==> src/rtl/serializer_pkg.sv <==
// Shared definitions for the sample serializer: default sizes, FSM state
// encoding and a small width helper used by the divider.
package serializer_pkg;

  localparam int SAMPLE_W    = 16;
  localparam int DIV_DEFAULT = 4;

  typedef enum logic [1:0] {
    IDLE  = 2'd0,
    SHIFT = 2'd1,
    PAR   = 2'd2
  } state_t;

  // Plain vector constants so state registers stay legacy-compatible
  localparam logic [1:0] ST_IDLE  = 2'(IDLE);
  localparam logic [1:0] ST_SHIFT = 2'(SHIFT);
  localparam logic [1:0] ST_PAR   = 2'(PAR);

  // Counter width able to hold 0..v-1, never narrower than one bit
  function automatic int width_of(input int v);
    return (v > 1) ? $clog2(v) : 1;
  endfunction

endpackage

==> src/rtl/sample_serializer_bit_timer.sv <==
// Bit timer for the sample serializer: a DIV-cycle divider that produces one
// bit_tick per serial bit period, plus a bit counter that flags the last
// data bit against the terminal count.
import serializer_pkg::*;

module bit_timer #(
  parameter int N   = SAMPLE_W,
  parameter int DIV = DIV_DEFAULT
) (
  input  logic                     CLK,
  input  logic                     RST,
  input  logic                     start,
  input  logic                     en,
  input  logic [$clog2(N+1)-1:0]   term,
  output logic                     bit_tick,
  output logic                     last_bit
);

  localparam int DW = width_of(DIV);
  localparam int CW = $clog2(N+1);

  logic [DW-1:0] div;
  logic [CW-1:0] cnt;

  assign bit_tick = en && (div == DW'(DIV - 1));
  assign last_bit = (cnt == (term - 1'b1));

  // Divider wraps every DIV cycles while running; each wrap advances the bit count
  always_ff @(posedge CLK) begin
    if (!RST) begin
      div <= '0;
      cnt <= '0;
    end else if (start) begin
      div <= '0;
      cnt <= '0;
    end else if (en) begin
      if (div == DW'(DIV - 1)) begin
        div <= '0;
        cnt <= cnt + 1'b1;
      end else begin
        div <= div + 1'b1;
      end
    end
  end

endmodule

==> src/rtl/sample_serializer.sv <==
// Parallel-to-serial transmitter for signed samples: one sample per
// valid/ready handshake, shifted out MSB-first, each bit held DIV cycles,
// with a frame-sync pulse over the MSB period. sdo, fs and busy are flops
// loaded from the next-state values so the bits line up with the state.
// Optional even-parity trailer bit: define SAMPLE_SERIALIZER_PARITY_EN.
import serializer_pkg::*;

module sample_serializer #(
  parameter int N   = SAMPLE_W,
  parameter int DIV = DIV_DEFAULT
) (
  input  logic                CLK,
  input  logic                RST,
  input  logic signed [N-1:0] din,
  input  logic                din_valid,
  output logic                din_ready,
  output logic                sdo,
  output logic                fs,
  output logic                busy
);

  localparam int CW = $clog2(N+1);

  logic [1:0]          state, state_n;
  logic signed [N-1:0] sreg, sreg_n;
  logic                start, en, bit_tick, last_bit;
  logic                sdo_n, fs_n, busy_n;
`ifdef SAMPLE_SERIALIZER_PARITY_EN
  logic                par, par_n;
`endif

  assign din_ready = RST && (state == ST_IDLE);
  assign en        = (state != ST_IDLE);

  bit_timer #(.N(N), .DIV(DIV)) u_timer (
    .CLK      (CLK),
    .RST      (RST),
    .start    (start),
    .en       (en),
    .term     (CW'(N)),
    .bit_tick (bit_tick),
    .last_bit (last_bit)
  );

  // Next-state: latch on handshake, shift on each bit period, leave after the last bit
  always_comb begin
    state_n = state;
    sreg_n  = sreg;
    start   = 1'b0;
`ifdef SAMPLE_SERIALIZER_PARITY_EN
    par_n   = par;
`endif
    case (state)
      ST_IDLE: begin
        if (din_valid && din_ready) begin
          start   = 1'b1;
          sreg_n  = din;
          state_n = ST_SHIFT;
`ifdef SAMPLE_SERIALIZER_PARITY_EN
          par_n   = ^din;
`endif
        end
      end
      ST_SHIFT: begin
        if (bit_tick) begin
          sreg_n = sreg << 1;
          if (last_bit) begin
`ifdef SAMPLE_SERIALIZER_PARITY_EN
            state_n = ST_PAR;
`else
            state_n = ST_IDLE;
`endif
          end
        end
      end
`ifdef SAMPLE_SERIALIZER_PARITY_EN
      ST_PAR: begin
        if (bit_tick) state_n = ST_IDLE;
      end
`endif
      default: state_n = ST_IDLE;
    endcase
  end

  // Output values for the coming cycle; fs holds from the handshake until the first bit wrap
  always_comb begin
    sdo_n = 1'b0;
    if (state_n == ST_SHIFT) sdo_n = sreg_n[N-1];
`ifdef SAMPLE_SERIALIZER_PARITY_EN
    else if (state_n == ST_PAR) sdo_n = par_n;
`endif
    fs_n   = (state_n == ST_SHIFT) && (start || (fs && !bit_tick));
    busy_n = (state_n != ST_IDLE);
  end

  // State, data and registered outputs; reset aborts any frame in progress
  always_ff @(posedge CLK) begin
    if (!RST) begin
      state <= ST_IDLE;
      sreg  <= '0;
      sdo   <= 1'b0;
      fs    <= 1'b0;
      busy  <= 1'b0;
`ifdef SAMPLE_SERIALIZER_PARITY_EN
      par   <= 1'b0;
`endif
    end else begin
      state <= state_n;
      sreg  <= sreg_n;
      sdo   <= sdo_n;
      fs    <= fs_n;
      busy  <= busy_n;
`ifdef SAMPLE_SERIALIZER_PARITY_EN
      par   <= par_n;
`endif
    end
  end

endmodule

==> config.mk <==
export PLATFORM = sky130hd
export DESIGN_NAME = sample_serializer
export DESIGN_NICKNAME = d
export VERILOG_FILES = /design/src/rtl/serializer_pkg.sv /design/src/rtl/sample_serializer_bit_timer.sv /design/src/rtl/sample_serializer.sv
export SDC_FILE = /design/constraint.sdc
export NUM_CORES = 1
export LEC_CHECK = 0
export BUFFER_PORTS_ARGS = -buffer_cell sky130_fd_sc_hd__buf_2
export CAP_MARGIN = 20
export CELL_PAD_IN_SITES_DETAIL_PLACEMENT = 0
export CELL_PAD_IN_SITES_GLOBAL_PLACEMENT = 1
export CORE_UTILIZATION = 44
export CTS_CLUSTER_DIAMETER = 150
export DETAILED_ROUTE_END_ITERATION = 10
export GPL_TIMING_DRIVEN = 1
export PLACE_DENSITY = 0.95
export SLEW_MARGIN = 20
export SYNTH_ARGS = -nofsm -noshare
export SYNTH_HDL_FRONTEND = slang
export SYNTH_SLANG_ARGS = --single-unit
==> constraint.sdc <==
create_clock -name CLK -period 3.69 [get_ports CLK]
set_input_delay 1.107 -clock CLK [delete_from_list [all_inputs] [get_ports CLK]]
set_output_delay 1.107 -clock CLK [all_outputs]
set_load 0.01 [all_outputs]
## Word level (Yosys, flattened, before mapping)

Cells that the tools add are included.

| word-level totals | value |
|---|---|
| bits in registers | 28 |
| bits of input ports | 19 |
| word-level logic and storage cells | 42 |

| operators by class | value |
|---|---|
| bitwise logic cells | 1 |
| reduce and logical (&&, ||, !) cells | 15 |
| add/subtract/negate cells | 2 |
| multiplexer cells | 10 |
| eq/ne operators | 6 |

Operator list:

| operator | count |
|---|---|
| 16-bit 2-to-1 mux | 2 |
| 16-bit one-hot mux with 2 select lines | 1 |
| 2-bit 2-to-1 mux | 4 |
| 2-bit nonzero test | 3 |
| 5-bit by 1-bit adder with 5-bit output (second input constant) | 1 |
| 5-bit by 4-bit == test with 1-bit output (second input constant) | 1 |
| 1-bit logical AND | 5 |
| 2-bit by 1-bit == test with 1-bit output (second input constant) | 2 |
| 2-bit one-hot mux with 2 select lines | 1 |
| 2-bit AND reduction | 2 |
| 3-bit AND reduction | 1 |
| 2-bit by 1-bit adder with 2-bit output (second input constant) | 1 |
| 2-bit == test (second input constant) | 1 |
| 2-bit logical NOT | 1 |
| 1-bit 2-to-1 mux | 2 |
| 2-bit by 1-bit inequality test with 1-bit output (second input constant) | 1 |
| 2-bit inequality test (second input constant) | 1 |
| 2-bit OR reduction | 1 |
| 1-bit logical NOT | 1 |
| 1-bit logical OR | 1 |
| 1-bit inverter | 1 |

## Depth between registers and ports, before layout

| depth | value |
|---|---|
| depth in word-level cells | 7 |
| gate-level depth with buffers | 6 |
| mapped depth without buffers | 5 |

## Hierarchy

A second synthesis with hierarchy kept.

| unflattened totals | value |
|---|---|
| cell total of the unflattened synthesis | 150 |
| area, all modules | 1325.0 sq um |

Modules (own cells, without submodules):

| module | times used | cells an instance | area each (sq um) |
|---|---|---|---|
| sample_serializer | 1 | 97 | 882.1 |
| bit_timer | 1 | 53 | 442.9 |

## Worst setup path before layout

OpenSTA, ideal clock, no wires.

| timing path | value |
|---|---|
| path kind | input to output |
| start point | input RST |
| end point | output din_ready |
| path buffers | 1 |
| path slack | 1.041 ns |
| arrival time | 1.542 ns |
| required time | 2.583 ns |
| stages on the path | 3 |
| cell sequence | buf_4 -> inv_2 -> nor3_1 |

| on the way | value |
|---|---|
| word-level cells in the longest chain between the ends | 1 |

RTL lines:

| item | line | source |
|---|---|---|
| from (decl) | sample_serializer.sv:13 | `input logic RST,` |
| 1-bit logical AND | sample_serializer.sv:32 | `assign din_ready = RST && (state == ST_IDLE);` |
| to (decl) | sample_serializer.sv:16 | `output logic din_ready,` |

No other way between the ends.

## Worst setup path after layout

Ends and elaborated chain as after synthesis.

==> results.yml <==
run_status:
  status: "complete, but fails checks"
  violations: "design-rule violations"
synthesis:
  synth_fa_ha_area_share_pct: 2.83
  synth_area_um2: 1330
  synthMuxAreaShare_pct: 0.755
  ys_top_cells_by_area: "dfxtp_1 42%, nand2_1 9.3%, o221ai_1 9.2%"
  synth.avg_cell_area_um2: 8.78
  synth_compound_area_share_pct: 18.5
  synthSimpleGateAreaFrac_pct: 26.5
  yosysTopAreaCellShare_pct: 42.3
  synth_cell_type_count: 36
  synth-main-ff-cell: "dfxtp_1"
  synth-seq-cells: 28
  yosysTopAreaCell: "dfxtp_1"
  syn-num-nets: 173
  synthArstFlopShare_pct: 0
  synth_edf_count: 0
  ys_seq_area_share_pct: 42.3
  yosys_warnings: 0
  synthXorXnorAreaFrac_pct: 1.32
  synth_top_family_by_area: "simple AND/OR/NAND/NOR gates"
  synthCells: 151
cts:
  cts_made_buffers: 3
  post_cts_buffers: 0
  ctsHtreeMaxLevel: 1
  clkTransAtPathRegs_ns: 0.13
  clk_path_buf_depth: 2
  cts_tree: "done"
  clockRootBuffer: "clkbuf_4"
  clock_latency_ns: 0.32
  cts_sinks: 28
  cts-resized-gates: 0
  holdBufCountCts: 0
setup_path:
  cp_data_required_time_ns: 2.58
  crit_family: "buffers and inverters"
  crit_fanout: 3
  crit_buf_inv: 3
  cp.arrival_ns: 1.51
  endpoint_kind: "output pin"
  slowest_delay_ns: 0.15
  slowest_stage: "buf_2"
  rrSetupSlack_ns: 2.06
  cpMostUsedCell: "buf_2"
  path_class: "primary input to output pin"
  cp_cell_sequence: "buf_2 -> inv_2 -> nor3_1 -> buf_2"
  start_kind: "primary input"
drt:
  drtIter0Drc: 57
  vias: 1116
  drt_first_pass_iters: 7
  ant_nets: 0
  routed_via_density: 5.72
  wl_per_cell_um: 12.5
  wl_um: 2430
  drc: 4
power_and_ir_drop:
  power_switching_mw: 0.121
  internal_power_mw: 0.379
  p_sw_share_pct: 24.2
  leakagePower_nw: 0.557
  irDropWorstVdd_v: 0.000203
  pwr-share-clk_pct: 24.3
  comb_power_share_pct: 10.3
  p_per_area_nw_per_um2: 354
  seqPwrFrac_pct: 65.4
finish:
  syn_to_final_growth_pct: 6.51
  insertedDiodeCount: 0
  layout.nets: 188
  regArea_um2: 561
  multi_input_area_um2: 666
  fin_util_pct: 50.4
  fill_cells: 274
  drive_gt1_share_pct: 20.1
timing:
  max_freq_mhz: 383
  worst-slew-pin-transition_ns: 0.587
  grt_setup_unrepaired: "false"
  period_needed_ns: 2.61
  relSlewSlack_pct: 60.9
  period_share_pct: 70.8
  finalHoldViolCount: 0
  finalWorstSetupSlack_ns: 1.08
  slew_viol_final: 0
  finClkSkew_ns: 0.00458
  holdWs_ns: 0.472
  finalSetupTns_ns: 0
  setup_violations: 0
die:
  fp.dieW_um: 56.9
  die_area_um2: 3240
  initial_core_util_pct: 47.3
  fp.dieH_um: 56.9
  pin_count: 23
  core.rowCount: 19
  core-area_um2: 2810
place:
  portBuffers: 22
  place_hpwl_um: 1680
  dp_slack_ns: 1.08
  gp_congestion: 0.750
global_route:
  track_usage_pct: 15.6
  grt-busiest-layer: "met2"
  overflow: 0
  met2_usage_pct: 26.6
  grt_max_degree: 33
  grt_pass1_wl_um: 4020
  grt_use_met3_pct: 2.07
  antenna_found_initial: 0
  grt_pass1_vias: 957
  grtUsageMet1_pct: 19.4
worst_hold_path:
  hp-class: "flip-flop to flip-flop"
job:
  drv_cap: 0
kinds of logic (layout without fill, tap and decap cells):
logic type                 Yosys count  count (layout)
and+or+nand+nor                     69              69
AOI/OAI and AO/OA                   32              32
DFF                                 28              28
buffers and inverters               15              28
adders and majority gates            3               3
xor gates and xnor gates             2               2
other                                1               1
muxes                                1               1
through the flow:
| stage | cells | area, µm² | total power, mW |
|---|---|---|---|
| 2_1_floorplan | 151 | 1330 | 0.369 |
| 3_3_place_gp | 192 | 1390 | 0.382 |
| 3_5_place_dp | 192 | 1390 | 0.385 |
| 4_1_cts | 195 | 1410 | 0.506 |
| 5_1_grt | 195 | 1410 | 0.524 |
| 6_report | 195 | 1410 | 0.500 |
state kept, by name, indices dropped and copies added, names as in the netlist:
register     flops
busy             1
fs               1
sdo              1
sreg            16
state            2
u_timer.cnt      5
u_timer.div      2
final timing paths:
| path | start | to | depth (start not counted) |
|---|---|---|---|
| worst max register to register | state[0] | sreg[1] | 2 |
| worst min register to register | sreg[0] | sreg[0] | 2 |
| worst min-delay path | sreg[0] | sreg[0] | 2 |
| worst max-delay path | RST | din_ready | 4 |
cells in the final DEF, fill, tap and decap left out, drive strengths merged, types with 2 or more instances in the layout:
| cell type | count |
|---|---|
| a21o | 2 |
| clkbuf | 3 |
| nand2b | 3 |
| o221ai | 14 |
| or3 | 2 |
| o21ai | 4 |
| nand2 | 33 |
| inv | 2 |
| a21oi | 6 |
| nand3 | 16 |
| xor2 | 2 |
| ha | 3 |
| a311oi | 2 |
| dfxtp | 28 |
| nor2 | 5 |
| buf | 23 |
| nand3b | 5 |
synthesized netlist by cell type, types with 2 or more instances:
cell type,n
buf_4,7
or3_1,2
nand3b_1,4
nor2_1,5
o221ai_1,14
nand3_1,16
dfxtp_1,28
buf_2,2
a21o_1,2
buf_6,2
nand2b_1,2
xor2_1,2
clkbuf_1,2
o21ai_0,2
ha_1,3
nand2_1,33
a21oi_1,6
worst reg2reg max path, cell delays in order, from the launching register on:
cell      delay [ns]
dfxtp_1         0.51
and4bb_2        0.78
o221ai_1        0.21
power groups by stage:
stage,clock network [mW],logic (mW),registers (mW)
5_1_grt,0.136,0.0580,0.329
3_3_place_gp,0,0.0495,0.332
4_1_cts,0.128,0.0520,0.327
6_report,0.122,0.0514,0.327
3_5_place_dp,0,0.0519,0.333
2_1_floorplan,0,0.0401,0.328
routing by layer:
| layer | vias up | share of wire, % |
|---|---|---|
| met5 | - | 0 |
| met4 | 0 | 1.6 |
| met3 | 5 | 4.2 |
| li1 | 567 | - |
| met2 | 23 | 48 |
| met1 | 521 | 46 |
layout make-up:
type | instances | area share (%)
clock buffer | 3 | 1.59
inverter | 2 | 0.531
multi-input combinational | 108 | 47.1
sequential | 28 | 39.7
tap | 31 | 2.75
timing repair buffer | 23 | 8.33
Note: power is estimated with default switching activity, not from simulation.
